### src/rtl/tlb_pkg.sv
// Shared constants and types for the translation lookaside buffer.
//   NUM_ENTRIES   : number of fully associative entries
//   VPN_W, PFN_W  : virtual page / physical frame number widths
//   PAGE_OFFSET_W : page offset bits below the VPN in a virtual address
package tlb_pkg;

  localparam int unsigned NUM_ENTRIES   = 8;
  localparam int unsigned VPN_W         = 20;
  localparam int unsigned PFN_W         = 20;
  localparam int unsigned PAGE_OFFSET_W = 12;
  localparam int unsigned ADDR_W        = VPN_W + PAGE_OFFSET_W;
  localparam int unsigned IDX_W         = $clog2(NUM_ENTRIES);
  localparam int unsigned CNT_W         = 16;

  typedef logic [IDX_W-1:0] idx_t;
  typedef logic [CNT_W-1:0] cnt_t;

endpackage

### src/rtl/tlb_if.sv
// Lookup bus of the TLB: request, flattened entry table and translation result.
//   master : drives address/RW_in/is_mem_request and the entry vectors, reads the result
//   slave  : the TLB itself
// With TLB_STATS_EN defined the bus also carries hit_count / miss_count.
interface tlb_if;
  import tlb_pkg::*;

  logic [ADDR_W-1:0]            address;
  logic                         RW_in;
  logic                         is_mem_request;
  logic [NUM_ENTRIES*VPN_W-1:0] VP;
  logic [NUM_ENTRIES*PFN_W-1:0] PF;
  logic [NUM_ENTRIES-1:0]       entry_v;
  logic [NUM_ENTRIES-1:0]       entry_P;
  logic [NUM_ENTRIES-1:0]       entry_RW;
  logic [NUM_ENTRIES-1:0]       entry_PCD;
  logic [PFN_W-1:0]             PF_out;
  logic                         PCD_out;
  logic                         miss;
  logic                         hit;
  logic                         protection_exception;
`ifdef TLB_STATS_EN
  cnt_t                         hit_count;
  cnt_t                         miss_count;

  modport master (
    output address, RW_in, is_mem_request, VP, PF, entry_v, entry_P, entry_RW, entry_PCD,
    input  PF_out, PCD_out, miss, hit, protection_exception, hit_count, miss_count
  );
  modport slave (
    input  address, RW_in, is_mem_request, VP, PF, entry_v, entry_P, entry_RW, entry_PCD,
    output PF_out, PCD_out, miss, hit, protection_exception, hit_count, miss_count
  );
`else
  modport master (
    output address, RW_in, is_mem_request, VP, PF, entry_v, entry_P, entry_RW, entry_PCD,
    input  PF_out, PCD_out, miss, hit, protection_exception
  );
  modport slave (
    input  address, RW_in, is_mem_request, VP, PF, entry_v, entry_P, entry_RW, entry_PCD,
    output PF_out, PCD_out, miss, hit, protection_exception
  );
`endif

endinterface

### src/rtl/tlb_entry_cmp.sv
// Single-entry tag comparator.
//   i_vpn      : VPN of the current request
//   i_entry_vp : VPN stored in this entry
//   i_v, i_p   : entry valid / present
//   o_match    : valid entry whose VPN equals the request VPN
//   o_sel      : match on a present page, i.e. a usable translation
module tlb_entry_cmp
  import tlb_pkg::*;
(
  input  logic [VPN_W-1:0] i_vpn,
  input  logic [VPN_W-1:0] i_entry_vp,
  input  logic             i_v,
  input  logic             i_p,
  output logic             o_match,
  output logic             o_sel
);

  assign o_match = i_v & (i_entry_vp == i_vpn);
  assign o_sel   = o_match & i_p;

endmodule

### src/rtl/tlb.sv
// Fully associative TLB lookup for the memory stage. Purely combinational translation of
// address[31:12] against a flattened external entry table; lowest matching index wins.
//   clk, rst_n : clock / async active-low reset, used only by the statistics counters
//   bus        : tlb_if.slave (request, entry table, PF_out/PCD_out/miss/hit/
//                protection_exception)
// Optional feature: define TLB_STATS_EN to add saturating 16-bit hit_count / miss_count.
module tlb
  import tlb_pkg::*;
(
  input logic  clk,
  input logic  rst_n,
  tlb_if.slave bus
);

  logic [VPN_W-1:0]       w_vpn;
  logic [NUM_ENTRIES-1:0] w_match;
  logic [NUM_ENTRIES-1:0] w_sel;
  idx_t                   w_idx;
  logic                   w_any;
  logic                   w_miss;

  assign w_vpn = bus.address[ADDR_W-1:PAGE_OFFSET_W];

  for (genvar g = 0; g < NUM_ENTRIES; g++) begin : g_cmp
    tlb_entry_cmp u_cmp (
      .i_vpn      (w_vpn),
      .i_entry_vp (bus.VP[g*VPN_W +: VPN_W]),
      .i_v        (bus.entry_v[g]),
      .i_p        (bus.entry_P[g]),
      .o_match    (w_match[g]),
      .o_sel      (w_sel[g])
    );
  end

  // Scan from the top down so the lowest selected index is the last one written.
  always_comb begin
    w_idx = '0;
    w_any = 1'b0;
    for (int i = NUM_ENTRIES - 1; i >= 0; i--) begin
      if (w_sel[i]) begin
        w_idx = idx_t'(i);
        w_any = 1'b1;
      end
    end
  end

  assign w_miss                   = bus.is_mem_request & ~w_any;
  assign bus.miss                 = w_miss;
  assign bus.hit                  = ~w_miss;
  assign bus.PF_out               = w_any ? bus.PF[w_idx*PFN_W +: PFN_W] : '0;
  assign bus.PCD_out              = w_any & bus.entry_PCD[w_idx];
  assign bus.protection_exception = bus.is_mem_request & bus.RW_in & w_any &
                                    ~bus.entry_RW[w_idx];

`ifdef TLB_STATS_EN
  cnt_t r_hit_count;
  cnt_t r_miss_count;

  always_ff @(posedge clk or negedge rst_n) begin
    if (!rst_n) begin
      r_hit_count  <= '0;
      r_miss_count <= '0;
    end else if (bus.is_mem_request) begin
      if (!w_miss) begin
        if (r_hit_count != '1) r_hit_count <= r_hit_count + 1'b1;
      end else begin
        if (r_miss_count != '1) r_miss_count <= r_miss_count + 1'b1;
      end
    end
  end

  assign bus.hit_count  = r_hit_count;
  assign bus.miss_count = r_miss_count;

  logic w_unused_bits;
  assign w_unused_bits = ^{w_match, bus.address[PAGE_OFFSET_W-1:0]};
`else
  // Match vector and page offset are informational only; clk/rst_n feed nothing here.
  logic w_unused_bits;
  assign w_unused_bits = ^{w_match, bus.address[PAGE_OFFSET_W-1:0], clk, rst_n};
`endif

endmodule

### src/flat_wrapper.sv
// flat-port wrapper written by rule: the top's interface ports become plain ports
module tlb_flat import tlb_pkg::*;
  (clk, rst_n, bus_address, bus_RW_in, bus_is_mem_request, bus_VP, bus_PF, bus_entry_v, bus_entry_P, bus_entry_RW, bus_entry_PCD, bus_PF_out, bus_PCD_out, bus_miss, bus_hit, bus_protection_exception);
  tlb_if bus_i ();
  input logic clk;
  input logic rst_n;
  input wire logic [$bits(bus_i.address)-1:0] bus_address;
  input wire logic [$bits(bus_i.RW_in)-1:0] bus_RW_in;
  input wire logic [$bits(bus_i.is_mem_request)-1:0] bus_is_mem_request;
  input wire logic [$bits(bus_i.VP)-1:0] bus_VP;
  input wire logic [$bits(bus_i.PF)-1:0] bus_PF;
  input wire logic [$bits(bus_i.entry_v)-1:0] bus_entry_v;
  input wire logic [$bits(bus_i.entry_P)-1:0] bus_entry_P;
  input wire logic [$bits(bus_i.entry_RW)-1:0] bus_entry_RW;
  input wire logic [$bits(bus_i.entry_PCD)-1:0] bus_entry_PCD;
  output wire logic [$bits(bus_i.PF_out)-1:0] bus_PF_out;
  output wire logic [$bits(bus_i.PCD_out)-1:0] bus_PCD_out;
  output wire logic [$bits(bus_i.miss)-1:0] bus_miss;
  output wire logic [$bits(bus_i.hit)-1:0] bus_hit;
  output wire logic [$bits(bus_i.protection_exception)-1:0] bus_protection_exception;
  assign bus_i.address = bus_address;
  assign bus_i.RW_in = bus_RW_in;
  assign bus_i.is_mem_request = bus_is_mem_request;
  assign bus_i.VP = bus_VP;
  assign bus_i.PF = bus_PF;
  assign bus_i.entry_v = bus_entry_v;
  assign bus_i.entry_P = bus_entry_P;
  assign bus_i.entry_RW = bus_entry_RW;
  assign bus_i.entry_PCD = bus_entry_PCD;
  assign bus_PF_out = bus_i.PF_out;
  assign bus_PCD_out = bus_i.PCD_out;
  assign bus_miss = bus_i.miss;
  assign bus_hit = bus_i.hit;
  assign bus_protection_exception = bus_i.protection_exception;
  tlb u_core (.clk(clk), .rst_n(rst_n), .bus(bus_i));
endmodule
### config.mk
export PLATFORM = sky130hd
export DESIGN_NAME = tlb_flat
export DESIGN_NICKNAME = d
export VERILOG_FILES = /design/src/rtl/tlb_pkg.sv /design/src/rtl/tlb_if.sv /design/src/rtl/tlb_entry_cmp.sv /design/src/rtl/tlb.sv /design/src/flat_wrapper.sv
export SDC_FILE = /design/constraint.sdc
export NUM_CORES = 1
export LEC_CHECK = 0
export CORE_AREA = 5 5 159 161
export DETAILED_ROUTE_END_ITERATION = 8
export DIE_AREA = 0 0 164 166
export GPL_TIMING_DRIVEN = 0
export PLACE_DENSITY = 0.55
export SETUP_SLACK_MARGIN = 0.1
export SYNTH_ARGS = -nofsm -noshare
export SYNTH_HDL_FRONTEND = slang
export SYNTH_SLANG_ARGS = --single-unit
### constraint.sdc
create_clock -name vclk -period 6
set_input_delay 1.2 -clock vclk [all_inputs]
set_output_delay 1.2 -clock vclk [all_outputs]
set_load 0.05 [all_outputs]
### Yosys cells after proc, flatten, opt, wreduce, memory -nomap -nowiden

Index checks and enable logic that the tools add are counted.

| word-level totals | value |
|---|---|
| register bits after elaboration | 0 |
| input bits | 388 |
| output and inout port bits | 24 |
| word-level logic and storage cells | 56 |

| operators by class | value |
|---|---|
| multipliers | 1 |
| $lt $le $gt $ge | 1 |
| equal/unequal tests | 8 |
| shift-type cells | 1 |
| mux-type cells | 21 |
| bitwise logic cells | 24 |

Operator list:

| operator | number |
|---|---|
| == test 20 bit | 8 |
| variable part select 160 x 9 -> 20 bit | 1 |
| 2-to-1 mux 3 bit | 8 |
| bitwise AND 1 bit | 21 |
| 2-to-1 mux 20 bit | 1 |
| 2-to-1 mux 1 bit | 10 |
| binary-select mux 1 bit (select 3 bit) | 2 |
| multiplier 3 x 3 -> 6 bit, second input constant | 1 |
| less-than comparator 3 x 4 -> 1 bit, second input constant | 1 |
| inverter 1 bit | 3 |

### Depth between registers and ports, before layout

Gate-level depths: netlist of run 1.

| logic depth | value |
|---|---|
| depth in word-level cells | 15 |
| gate-level depth with buffers | 12 |

### Hierarchy

A second synthesis of run 1 with hierarchy kept.

| second synthesis, totals | value |
|---|---|
| cells, all modules | 568 |
| area, all modules | 4098.9 sq um |

Modules (own cells, without submodules):

| module | times used | cells each | area each (sq um) | seq. area each (sq um) |
|---|---|---|---|---|
| tlb | 1 | 328 | 2167.1 | 0.0 |
| tlb_entry_cmp | 8 | 30 | 241.5 | 0.0 |

### Least setup slack after synthesis of run 1

Ideal clock, no wire load.

| timing path | value |
|---|---|
| path type | input to output |
| start point | in bus_address[31] |
| end point | out bus_PF_out[0] |
| data arrival time | 4.443 ns |
| required time | 4.800 ns |
| path slack | 0.357 ns |
| stages on the path | 11 |
| path buffers | 2 |
| cell sequence | clkbuf_1 -> xnor2_1 -> or3b_2 -> nor4_1 -> o211ai_1 -> a21oi_1 -> o21bai_1 -> a21oi_1 -> clkbuf_1 -> mux2_2 -> o21ai_1 |

| on the way | value |
|---|---|
| cells in the longest elaborated chain, start to end | 14 |
| elaborated cells on any way between the ends | 43 |
| those cells by class | 1 x mul; 8 x eq/ne; 1 x shift; 17 x mux; 16 x bitwise |

Ends and longest elaborated chain:

| what | line | text |
|---|---|---|
| start: declaration | flat_wrapper.sv:7 | `input wire logic [$bits(bus_i.address)-1:0] bus_address;` |
| == test 20 bit | tlb_entry_cmp.sv:18 | `assign o_match = i_v & (i_entry_vp == i_vpn);` |
| bitwise AND 1 bit | tlb_entry_cmp.sv:18 |  |
| bitwise AND 1 bit | tlb_entry_cmp.sv:19 | `assign o_sel = o_match & i_p;` |
| 2-to-1 mux 3 bit (8 in series) | tlb.sv:40 | `if (w_sel[i]) begin` |
| multiplier 3 x 3 -> 6 bit | tlb.sv:50 | `assign bus.PF_out = w_any ? bus.PF[w_idx*PFN_W +: PFN_W] : '0;` |
| variable part select 160 x 9 -> 20 bit | tlb.sv:50 |  |
| 2-to-1 mux 20 bit (*) | tlb.sv:50 |  |
| end: declaration | flat_wrapper.sv:16 | `output wire logic [$bits(bus_i.PF_out)-1:0] bus_PF_out;` |

Mark *: on every way between the ends. The rest lies on a longest branch, timed or not.

### Final worst setup path of run 1

| timing path | value |
|---|---|
| start point | in bus_VP[157] |
| end point | out bus_PF_out[17] |

| on the way | value |
|---|---|
| cells in the longest elaborated chain, start to end | 14 |
| elaborated cells on any way between the ends | 22 |
| those cells by class | 1 x mul; 1 x eq/ne; 1 x shift; 17 x mux; 2 x bitwise |

Ends and longest elaborated chain:

| what | line | text |
|---|---|---|
| start: declaration | flat_wrapper.sv:10 | `input wire logic [$bits(bus_i.VP)-1:0] bus_VP;` |
| == test 20 bit (*) | tlb_entry_cmp.sv:18 |  |
| bitwise AND 1 bit (*) | tlb_entry_cmp.sv:18 |  |
| bitwise AND 1 bit (*) | tlb_entry_cmp.sv:19 |  |
| 2-to-1 mux 3 bit (8 in series) | tlb.sv:40 |  |
| multiplier 3 x 3 -> 6 bit | tlb.sv:50 |  |
| variable part select 160 x 9 -> 20 bit | tlb.sv:50 |  |
| 2-to-1 mux 20 bit (*) | tlb.sv:50 |  |

Marked as above.

==> metrics.md, run 1 <==
| Metric | Value |
|---|---|
| Outcome | finished clean |
| Die width | approximately 160 um |
| Antenna violations before repair | 1 |
| Critical Path Sink | bus_PF_out[17] |
| Pins Over Slew Limit | 0 |
| RSZ-0062 raised after global routing | yes |
| Post-Syn Instances | ~530 |
| WS Path Type | input pin to output port |
| Antenna diodes | 0 |
| Setup TNS | 0 ps |
| Setup crit start | bus_VP[157] |
| Vias in the first global route | 6109 |
| Syn_nets | 920 |
| Slew headroom | 0.537 |
| Largest vdd supply drop | 43.2 uV |
| Dpl ws | -1460 ps |
| Worst-path cell chain | clkdlybuf4s50_1 > xor2_1 > or4_1 > or4_4 > nor2_4 > o211ai_2 > a31oi_4 > buf_12 > buf_12 > mux2i_1 > o22a_1 > o21ai_1 > buf_4 |
| Placed Cells incl. Taps | roughly 1.2k |
| Commonest non-fill, non-tap cells in the layout | clkdlybuf4s50_1 (356), xor2_1 (134), mux2i_1 (83) |
| Final instance area | 0.00844 sq mm |
| Die H | 166 um |
| DP Area | between 0.008 and 0.009 sq mm |
| Worst setup SP type | input pin |
| Cell family with most CP delay | simple AND/OR/NAND/NOR gates |
| Global route overflow | 0 |
| Wire length of the first global-routing pass | slightly below 40 mm |
| Starting Density | 0.177 |
| WL per Instance | roughly 23 um |
| Via Count | ~5.6k |
| Hold slack | around 3200 ps |
| Fraction of layout cells with a size suffix above 1 | 0.104 |
| Clock Buffer Count | 0 |
| Drt initial violations | roughly 210 |
| Seq. cell area | 0 sq um |
| Gpl congestion | slightly above 0.9 |
| Io pins | ~410 |
| DR vias/cell | between 4 and 5 |
| Slew @ Worst Pin | 688 ps |
| Worst Path Arrival | around 4600 ps |
| Layout area overhead | 100% |
| Core Region | roughly 0.024 sq mm |
| Min Clock Period, post-route | ~5800 ps |
| Hold Buf Count CTS | 0 |
| Final layout net count | 1303 |
| Final core occ | 0.354 |
| Hpwl dp | 24.8 mm |
| Worst hold path type | input pin to output port |
| Largest net degree at the start of global routing | 11 |
| Worst Setup Slack, final | about 190 ps |
| Max-Cap Viols | 0 |
| Cell Rows | 57 |
| WP buf/inv | 4 |
| Tcrit/Tclk final | 0.968 |
| Drt pass-1 iters | 4 |
| CP peak stage delay | just under 600 ps |
| Synth area leader | xor2_1 |
| Multi-input gate area | about 0.0040 sq mm |
| # DRC | 0 |
| CP Data Required Time | 4800 ps |
| Mapped Area | between 0.004 and 0.005 sq mm |
| Synth top area cells | xor2_1 (28%), mux2i_1 (20%), nor4_1 (6.8%), xnor2_1 (6.0%), mux2_2 (5.6%) |
| Wl on met1 | roughly 11 mm |
| Met3 WL | 2.47 mm |
| Seq_cells | 0 |
| Post-Syn Area per Cell | between 7 and 8 sq um |
| Post-synth top area share | 0.278 |
| Final Setup Violations | 0 |
| Power Density | around 57 mW/mm^2 |
| Final ANT Viol Nets | 0 |
| CP Max Fanout | 10 |
| Top Metal Used | met5 |
| DIE AREA | between 0.02 and 0.03 sq mm |
| Most used cell, CP | buf_12 |
| Commonest non-fill, non-tap cell in the layout | clkdlybuf4s50_1 |
| Fin cells | around 1.2k |
| Design Power | 0.479 mW |
| Proportion of synthesized chip area in sequential cells | 0 |
| Final hold viol count | 0 |
| Fill cell count | 2599 |
| Met2 Routed Length | roughly 14 mm |
| LEAKAGE | between 2 and 3 nW |
| Synthesis Warnings | 0 |
| Total wire length | around 28 mm |
| CP Depth | 13 |
| Crit-path slowest cell | or4_4 |
| Input/output buffers | ~380 |
| Post-synth cell types | 49 |
| Gr usage total | 0.191 |
| Crit path capture type | output port |
| Maximum clock rate | roughly 170 MHz |
==> area by class of cell <==
| cell class | instances | share of cell area |
|---|---|---|
| Buffer | 37 | 0.0375 |
| Inverter | 4 | 0.00178 |
| Multi-Input combinational cell | 491 | 0.469 |
| Tap cell | 324 | 0.0480 |
| Timing Repair Buffer | 381 | 0.443 |
==> synth_stat cells (all sizes together) (2+ instances only) <==
master,count
or2,5
nor2,15
nand4b,2
or3,3
mux2i,86
inv,4
or4,11
nand3,9
nor4,46
mux2,21
a31oi,2
o22a,21
nor3,13
nor4b,2
buf,17
nor2b,3
nand4,17
o211ai,3
nor4bb,2
clkbuf,20
nand2,18
or3b,2
xor2,134
and4,2
and2,2
o21ai,22
xnor2,29
a21oi,9
==> per-layer routing <==
| metal | GRT usage | vias up |
|---|---|---|
| met5 | 0 | - |
| met4 | 0.0248 | 2 |
| met3 | 0.0449 | 22 |
| met2 | 0.356 | 294 |
| met1 | 0.227 | 2564 |
| li1 | - | 2728 |
==> power breakdown <==
part / leakage (nW) / internal, mW / switching (mW)
Clock: 0 / 0 / 0
Combinational: 2.90 / 0.292 / 0.187
Sequential: 0 / 0 / 0
Total: 2.90 / 0.292 / 0.187
==> repair_timing <==
item / in CTS / in global routing
endpoints found under the hold margin: 0 / 0
pin swaps: 2 / 1
gates cloned: 0 / 0
endpoints found under the setup margin: 24 / 19
gates resized for setup: 116 / 33
setup buffers: 1 / 2
==> worst min path at each step <==
| stage | start | slack, ps | endpoint | depth (start not counted) |
|---|---|---|---|---|
| 2_1_floorplan | bus_RW_in | 2660 | bus_protection_exception | 1 |
| 3_3_place_gp | bus_RW_in | 3610 | bus_protection_exception | 3 |
| 3_5_place_dp | bus_RW_in | 3610 | bus_protection_exception | 3 |
| 4_1_cts | bus_RW_in | 3240 | bus_protection_exception | 3 |
| 5_1_grt | bus_RW_in | 3250 | bus_protection_exception | 3 |
| 6_report | bus_RW_in | 3240 | bus_protection_exception | 3 |
==> cell families (layout without fill, tap and decap cells) <==
logic type / Yosys count / after routing / synth area share
AOI/OAI and AO/OA: 62 / 62 / 0.104
muxes: 107 / 107 / 0.260
xor gates and xnor gates: 163 / 163 / 0.339
buffers and inverters: 41 / 422 / 0.0706
and+or+nand+nor: 159 / 159 / 0.226
No activity file was read; power rests on OpenSTA's default activity.
==> run 2: changes to the inputs <==
--- a/config.mk
+++ b/config.mk
@@ -10,6 +10,7 @@
 export DIE_AREA = 0 0 164 166
 export GPL_TIMING_DRIVEN = 0
 export PLACE_DENSITY = 0.55
+export RECOVER_POWER = 50
 export SETUP_SLACK_MARGIN = 0.1
 export SYNTH_ARGS = -nofsm -noshare
 export SYNTH_HDL_FRONTEND = slang
==> run 2 against run 1 <==
  * Design area is essentially flat
  * Non-clock buffer count unchanged
  * Maximum frequency down 0.59%
  * Global-route usage did not move
  * First-iteration DRC count rose by 0.47%
  * Combinational power about the same
  * Worst hold slack about the same
  * Cell count stayed put
  * Die area is the same
  * Clock-buffer cell count unchanged
  * Critical path type unchanged
  * Sequential share of layout area unchanged
==> metrics.md, run 2 (synthesis gave the netlist of run 1 again) <==
| Metric | Value |
|---|---|
| Crit path capture type | output port |
| Final layout net count | 1303 (unchanged) |
| Commonest non-fill, non-tap cell in the layout | clkdlybuf4s50_1 |
| Worst hold path type | input pin to output port |
| Worst Hold End | bus_protection_exception |
| Drt pass-1 iters | 5 (+1) |
| CP Data Required Time | 4800 ps (about the same) |
| Final ANT Viol Nets | 0 (unchanged) |
| Via Count | 5629 (+0.34%) |
| Wire length of the first global-routing pass | 39.2 mm (unchanged) |
| Seq_cells | 0 (unchanged) |
| Slew headroom | 0.537 (unchanged) |
| Final Setup Violations | 0 (unchanged) |
| Min-delay src | bus_RW_in |
| Tcrit/Tclk final | 0.974 (+0.00574) |
| Die width | 164 um (unchanged) |
| Global route overflow | 0 (unchanged) |
| DR vias/cell | 4.55 (+0.34%) |
| Dpl ws | -1460 ps (unchanged) |
| Switching share of total power | 0.391 (about the same) |
| Commonest non-fill, non-tap cells in the layout | clkdlybuf4s50_1 (355), xor2_1 (134), mux2i_1 (83) |
| Antenna diodes | 0 (unchanged) |
| Largest vdd supply drop | 43.3 uV (+0.17%) |
| P_sw | 0.187 mW (about the same) |
| Min Clock Period, post-route | 5840 ps (+34.5 ps) |
| Worst Setup Slack, final | 157 ps (-34.5 ps) |
| Slew @ Worst Pin | 688 ps (unchanged) |
| Clock Buffer Count | 0 (unchanged) |
| Final hold viol count | 0 (unchanged) |
| Cell Rows | 57 (unchanged) |
| Hpwl dp | 24.8 mm (unchanged) |
| Io pins | 412 (unchanged) |
| Maximum clock rate | 171 MHz (-0.59%) |
| Register share of total power | 0 (unchanged) |
| Outcome | finished clean |
| Gr usage total | 0.191 (unchanged) |
| WL per Instance | 23.0 um (about the same) |
| Pins Over Slew Limit | 0 (unchanged) |
| Power Density | 56.8 mW/mm^2 (about the same) |
| Vias in the first global route | 6109 (unchanged) |
| Antenna violations before repair | 1 (unchanged) |
| Setup TNS | 0 ps (unchanged) |
| CP Max Fanout | 10 (unchanged) |
| Worst Path Arrival | 4640 ps (+30 ps) |
| Hold depth | 3 (unchanged) |
| Drt initial violations | 212 (+0.47%) |
| Gpl congestion | 0.915 (unchanged) |
| Largest net degree at the start of global routing | 11 (unchanged) |
| Core Region | 0.0238 sq mm (unchanged) |
| Layout area overhead | 100% (about the same) |
| Starting Density | 0.177 (unchanged) |
| Fraction of layout cells with a size suffix above 1 | 0.104 (unchanged) |
| Worst setup SP type | input pin |
| Fill cell count | 2601 (+0.077%) |
| Clock power share | 0 (unchanged) |
| Comb power frac | 1.000 (about the same) |
| LEAKAGE | 2.89 nW (-0.20%) |
| Total wire length | 28.4 mm (about the same) |
| Hold Buf Count CTS | 0 (unchanged) |
| Input/output buffers | 378 (unchanged) |
| Seq. cell area | 0 sq um (unchanged) |
| DIE AREA | 0.0272 sq mm (unchanged) |
| Max-Cap Viols | 0 (unchanged) |
| WS Path Type | input pin to output port |
| # DRC | 0 (unchanged) |
| Die H | 166 um (unchanged) |
| RSZ-0062 raised after global routing | yes |
| Power Internal | 0.291 mW (about the same) |
run 2: how the worst max path moves through the flow:
stage | from | endpoint | slack (ps) | cells past startpoint
finish | bus_VP[157] | bus_PF_out[5] | 160 | 13
floorplan | bus_address[31] | bus_PF_out[0] | 360 | 11
global route | bus_VP[157] | bus_PF_out[5] | 70 | 13
detailed placement | bus_address[22] | bus_PF_out[18] | -1460 | 12
CTS | bus_VP[157] | bus_PF_out[18] | 90 | 13
global placement | bus_address[22] | bus_PF_out[18] | -1480 | 12
run 2: per-stage QoR:
step	std cells	power, mW	instance area (sq um)	hold slack [ps]	util
floorplan	532	0.169	4220	2660	-
finish	1237	0.479	8440	3240	0.354
global route	1237	0.509	8440	3250	0.354
global placement	1234	0.472	8400	3610	0.353
CTS	1235	0.479	8430	3240	0.354
detailed placement	1234	0.475	8400	3610	0.353
run 2: layout make-up:
cell class                      instances  area [sq um]  share of cell area
Buffer                                 37           317              0.0375
Inverter                                4          15.0             0.00178
Multi-Input combinational cell        491          3960               0.470
Tap cell                              324           405              0.0480
Timing Repair Buffer                  381          3740               0.443
run 2: layer usage:
| metal | GRT usage | vias up | part of all wire |
|---|---|---|---|
| li1 | - | 2729 | - |
| met1 | 0.227 | 2577 | 0.40 |
| met2 | 0.356 | 299 | 0.50 |
| met3 | 0.0449 | 22 | 0.088 |
| met4 | 0.0248 | 2 | 0.015 |
| met5 | 0 | - | 0.00046 |
run 2: timing repair:
action	in CTS	in global routing
setup endpoints to repair	24	19
pin swaps	2	1
setup buffers	1	2
gates resized for setup	116	33
hold endpoints to repair	0	0
run 2: critical path, cell delays in order:
cell,delay [ps]
clkdlybuf4s50_1,430
xor2_1,160
or4_1,540
or4_4,580
nor2_4,120
o211ai_2,120
a31oi_4,330
buf_12,160
buf_8,150
mux2i_1,80
mux2_2,260
o21ai_1,190
clkbuf_2,320
run 2: power groups by stage:
stage / clock network (mW) / logic (mW) / registers [mW]
3_5_place_dp: 0 / 0.475 / 0
6_report: 0 / 0.479 / 0
5_1_grt: 0 / 0.509 / 0
4_1_cts: 0 / 0.479 / 0
2_1_floorplan: 0 / 0.169 / 0
3_3_place_gp: 0 / 0.472 / 0
==> run 3: changes to the inputs <==
--- a/config.mk
+++ b/config.mk
@@ -5,13 +5,14 @@
 export SDC_FILE = /design/constraint.sdc
 export NUM_CORES = 1
 export LEC_CHECK = 0
-export CORE_AREA = 5 5 159 161
+export CORE_AREA = 5 5 157 159
 export DETAILED_ROUTE_END_ITERATION = 8
-export DIE_AREA = 0 0 164 166
+export DIE_AREA = 0 0 162 164
 export GPL_TIMING_DRIVEN = 0
-export PLACE_DENSITY = 0.55
+export PLACE_DENSITY = 0.56
 export RECOVER_POWER = 50
 export SETUP_SLACK_MARGIN = 0.1
 export SYNTH_ARGS = -nofsm -noshare
 export SYNTH_HDL_FRONTEND = slang
+export SYNTH_HIERARCHICAL = 1
 export SYNTH_SLANG_ARGS = --single-unit
==> run 3 against run 2 <==
  * Via count is 4.4% higher
  * Sequential share of layout area unchanged
  * Largest cell class unchanged
  * First-iteration DRC count fell by 3.3%
  * Maximum frequency down 0.72%
==> metrics.md, run 3 <==
| Metric | Value |
|---|---|
| Io pins | 412 (unchanged) |
| Total wire length | 26.6 mm (-6.4%) |
| Global route overflow | 0 (unchanged) |
| Worst Setup Slack, final | 114 ps (-42.6 ps) |
| Dpl ws | -1380 ps (+79.4 ps) |
| WL per Instance | 21.2 um (-7.7%) |
| DR vias/cell | 4.68 (+2.9%) |
| Cell family with most CP delay | simple AND/OR/NAND/NOR gates |
| Seq. cell area | 0 sq um (unchanged) |
| Crit-path slowest cell | or4_4 |
| WP buf/inv | 4 (unchanged) |
| CP Depth | 13 (unchanged) |
| Outcome | finished clean |
| Post-Syn Area per Cell | 7.25 sq um (-8.5%) |
| Final core occ | 0.373 (+0.0186) |
| Pins Over Slew Limit | 0 (unchanged) |
| Post-Syn Instances | 560 (+5.3%) |
| Final hold viol count | 0 (unchanged) |
| Commonest non-fill, non-tap cells in the layout | clkdlybuf4s50_1 (358), xnor2_1 (160), o21ai_0 (62) |
| DIE AREA | 0.0266 sq mm (-2.4%) |
| Min Clock Period, post-route | 5890 ps (+42.6 ps) |
| Slew headroom | 0.614 (+0.0765) |
| Final Setup Violations | 0 (unchanged) |
| Antenna violations before repair | 3 (+2) |
| Clock Buffer Count | 0 (unchanged) |
| CP peak stage delay | 600 ps (+20 ps) |
| Worst Path Arrival | 4690 ps (+50 ps) |
| Max-Cap Viols | 0 (unchanged) |
| Wire length of the first global-routing pass | 37.5 mm (-4.4%) |
| Commonest non-fill, non-tap cell in the layout | clkdlybuf4s50_1 |
| Drt initial violations | 205 (-3.3%) |
| Synthesis Warnings | 6 (+6) |
| Tcrit/Tclk final | 0.981 (+0.00710) |
| Die H | 164 um (-1.2%) |
| Largest vdd supply drop | 37.9 uV (-12%) |
| Syn_nets | 948 (+3.0%) |
| Largest net degree at the start of global routing | 11 (unchanged) |
| CP Max Fanout | 10 (unchanged) |
| Critical Path Sink | bus_PF_out[11] |
| Setup TNS | 0 ps (unchanged) |
| Setup crit start | bus_VP[154] |
| Gr usage total | 0.184 (-0.00712) |
| Hpwl dp | 23.6 mm (-5.1%) |
| Slew @ Worst Pin | 579 ps (-109 ps) |
| WS Path Type | input pin to output port |
| Power Density | 51.2 mW/mm^2 (-9.8%) |
| Via Count | 5875 (+4.4%) |
| Worst-path cell chain | clkdlybuf4s50_1 > xnor2_1 > nand4_1 > or4_4 > nor4_4 > nor2b_1 > o311a_1 > buf_6 > buf_6 > mux2_4 > a22oi_1 > nand2_1 > clkdlybuf4s18_2 |
| Drt pass-1 iters | 4 (-1) |
| Fraction of layout cells with a size suffix above 1 | 0.144 (+0.0403) |
| Cell Rows | 56 (-1.8%) |
| CP Data Required Time | 4800 ps (about the same) |
| Most used cell, CP | buf_6 |
| Final layout net count | 1353 (+3.8%) |
| Input/output buffers | 398 (+5.3%) |
| Worst setup SP type | input pin |
| Seq_cells | 0 (unchanged) |
| Die width | 162 um (-1.2%) |
| LEAKAGE | 3.05 nW (+5.6%) |
| Layout area overhead | 112% |
| Maximum clock rate | 170 MHz (-0.72%) |
| RSZ-0062 raised after global routing | yes |
| Core Region | 0.0231 sq mm (-2.9%) |
| Vias in the first global route | 6140 (+0.51%) |
| Worst hold path type | input pin to output port |
| Gpl congestion | 0.895 (-2.1%) |
| Starting Density | 0.176 (-0.00142) |
| Mapped Area | 0.00406 sq mm (-3.7%) |
| Crit path capture type | output port |
| Final ANT Viol Nets | 0 (unchanged) |
| # DRC | 0 (unchanged) |
| Hold depth | 4 (+1) |
run 3: power by group:
group | total [mW] | switching, mW | internal (mW)
Sequential | 0 | 0 | 0
Clock | 0.0000000451 | 0 | 0.0000000451
Combinational | 0.441 | 0.135 | 0.306
run 3: repair_timing:
action                     4_1_cts  5_1_grt
pin swaps                        1        1
setup buffers                    3        2
gates resized for setup        154       82
gates cloned                     0        0
setup endpoints to repair       24       22
hold buffers                     0        0
run 3: metal layers:
layer / global-route usage / wire length [um] / vias to the layer above / share of wire
li1: - / - / 2892 / -
met1: 0.193 / 9650 / 2656 / 0.36
met5: 0 / 13 / - / 0.00049
met3: 0.0552 / 2560 / 25 / 0.096
met2: 0.360 / 13800 / 300 / 0.52
met4: 0.0423 / 558 / 2 / 0.021
run 3: worst min-delay path by stage:
stage                                    end          startpoint  slack, ps
floorplan           bus_protection_exception           bus_RW_in       2650
detailed placement                  bus_miss  bus_is_mem_request       3650
global route        bus_protection_exception           bus_RW_in       3150
finish              bus_protection_exception           bus_RW_in       3140
CTS                 bus_protection_exception           bus_RW_in       3150
global placement                    bus_miss  bus_is_mem_request       3640
run 3: final cells by class:
cell class / count / area (sq um)
plain buffers: 42 / 255
multi-input cells: 506 / 4000
fillers: 2518 / 14500
well taps: 290 / 363
inverters: 12 / 45.0
diodes: 2 / 5.00
repair buffers: 403 / 3950
run 3: metrics by stage:
| step | cell area, sq um | power [mW] | instances | hold WS [ps] |
|---|---|---|---|---|
| global route | 8620 | 0.472 | 1255 | 3150 |
| floorplan | 4060 | 0.132 | 560 | 2650 |
| detailed placement | 8410 | 0.440 | 1248 | 3650 |
| finish | 8620 | 0.441 | 1255 | 3140 |
| global placement | 8410 | 0.437 | 1248 | 3640 |
| CTS | 8510 | 0.443 | 1251 | 3150 |
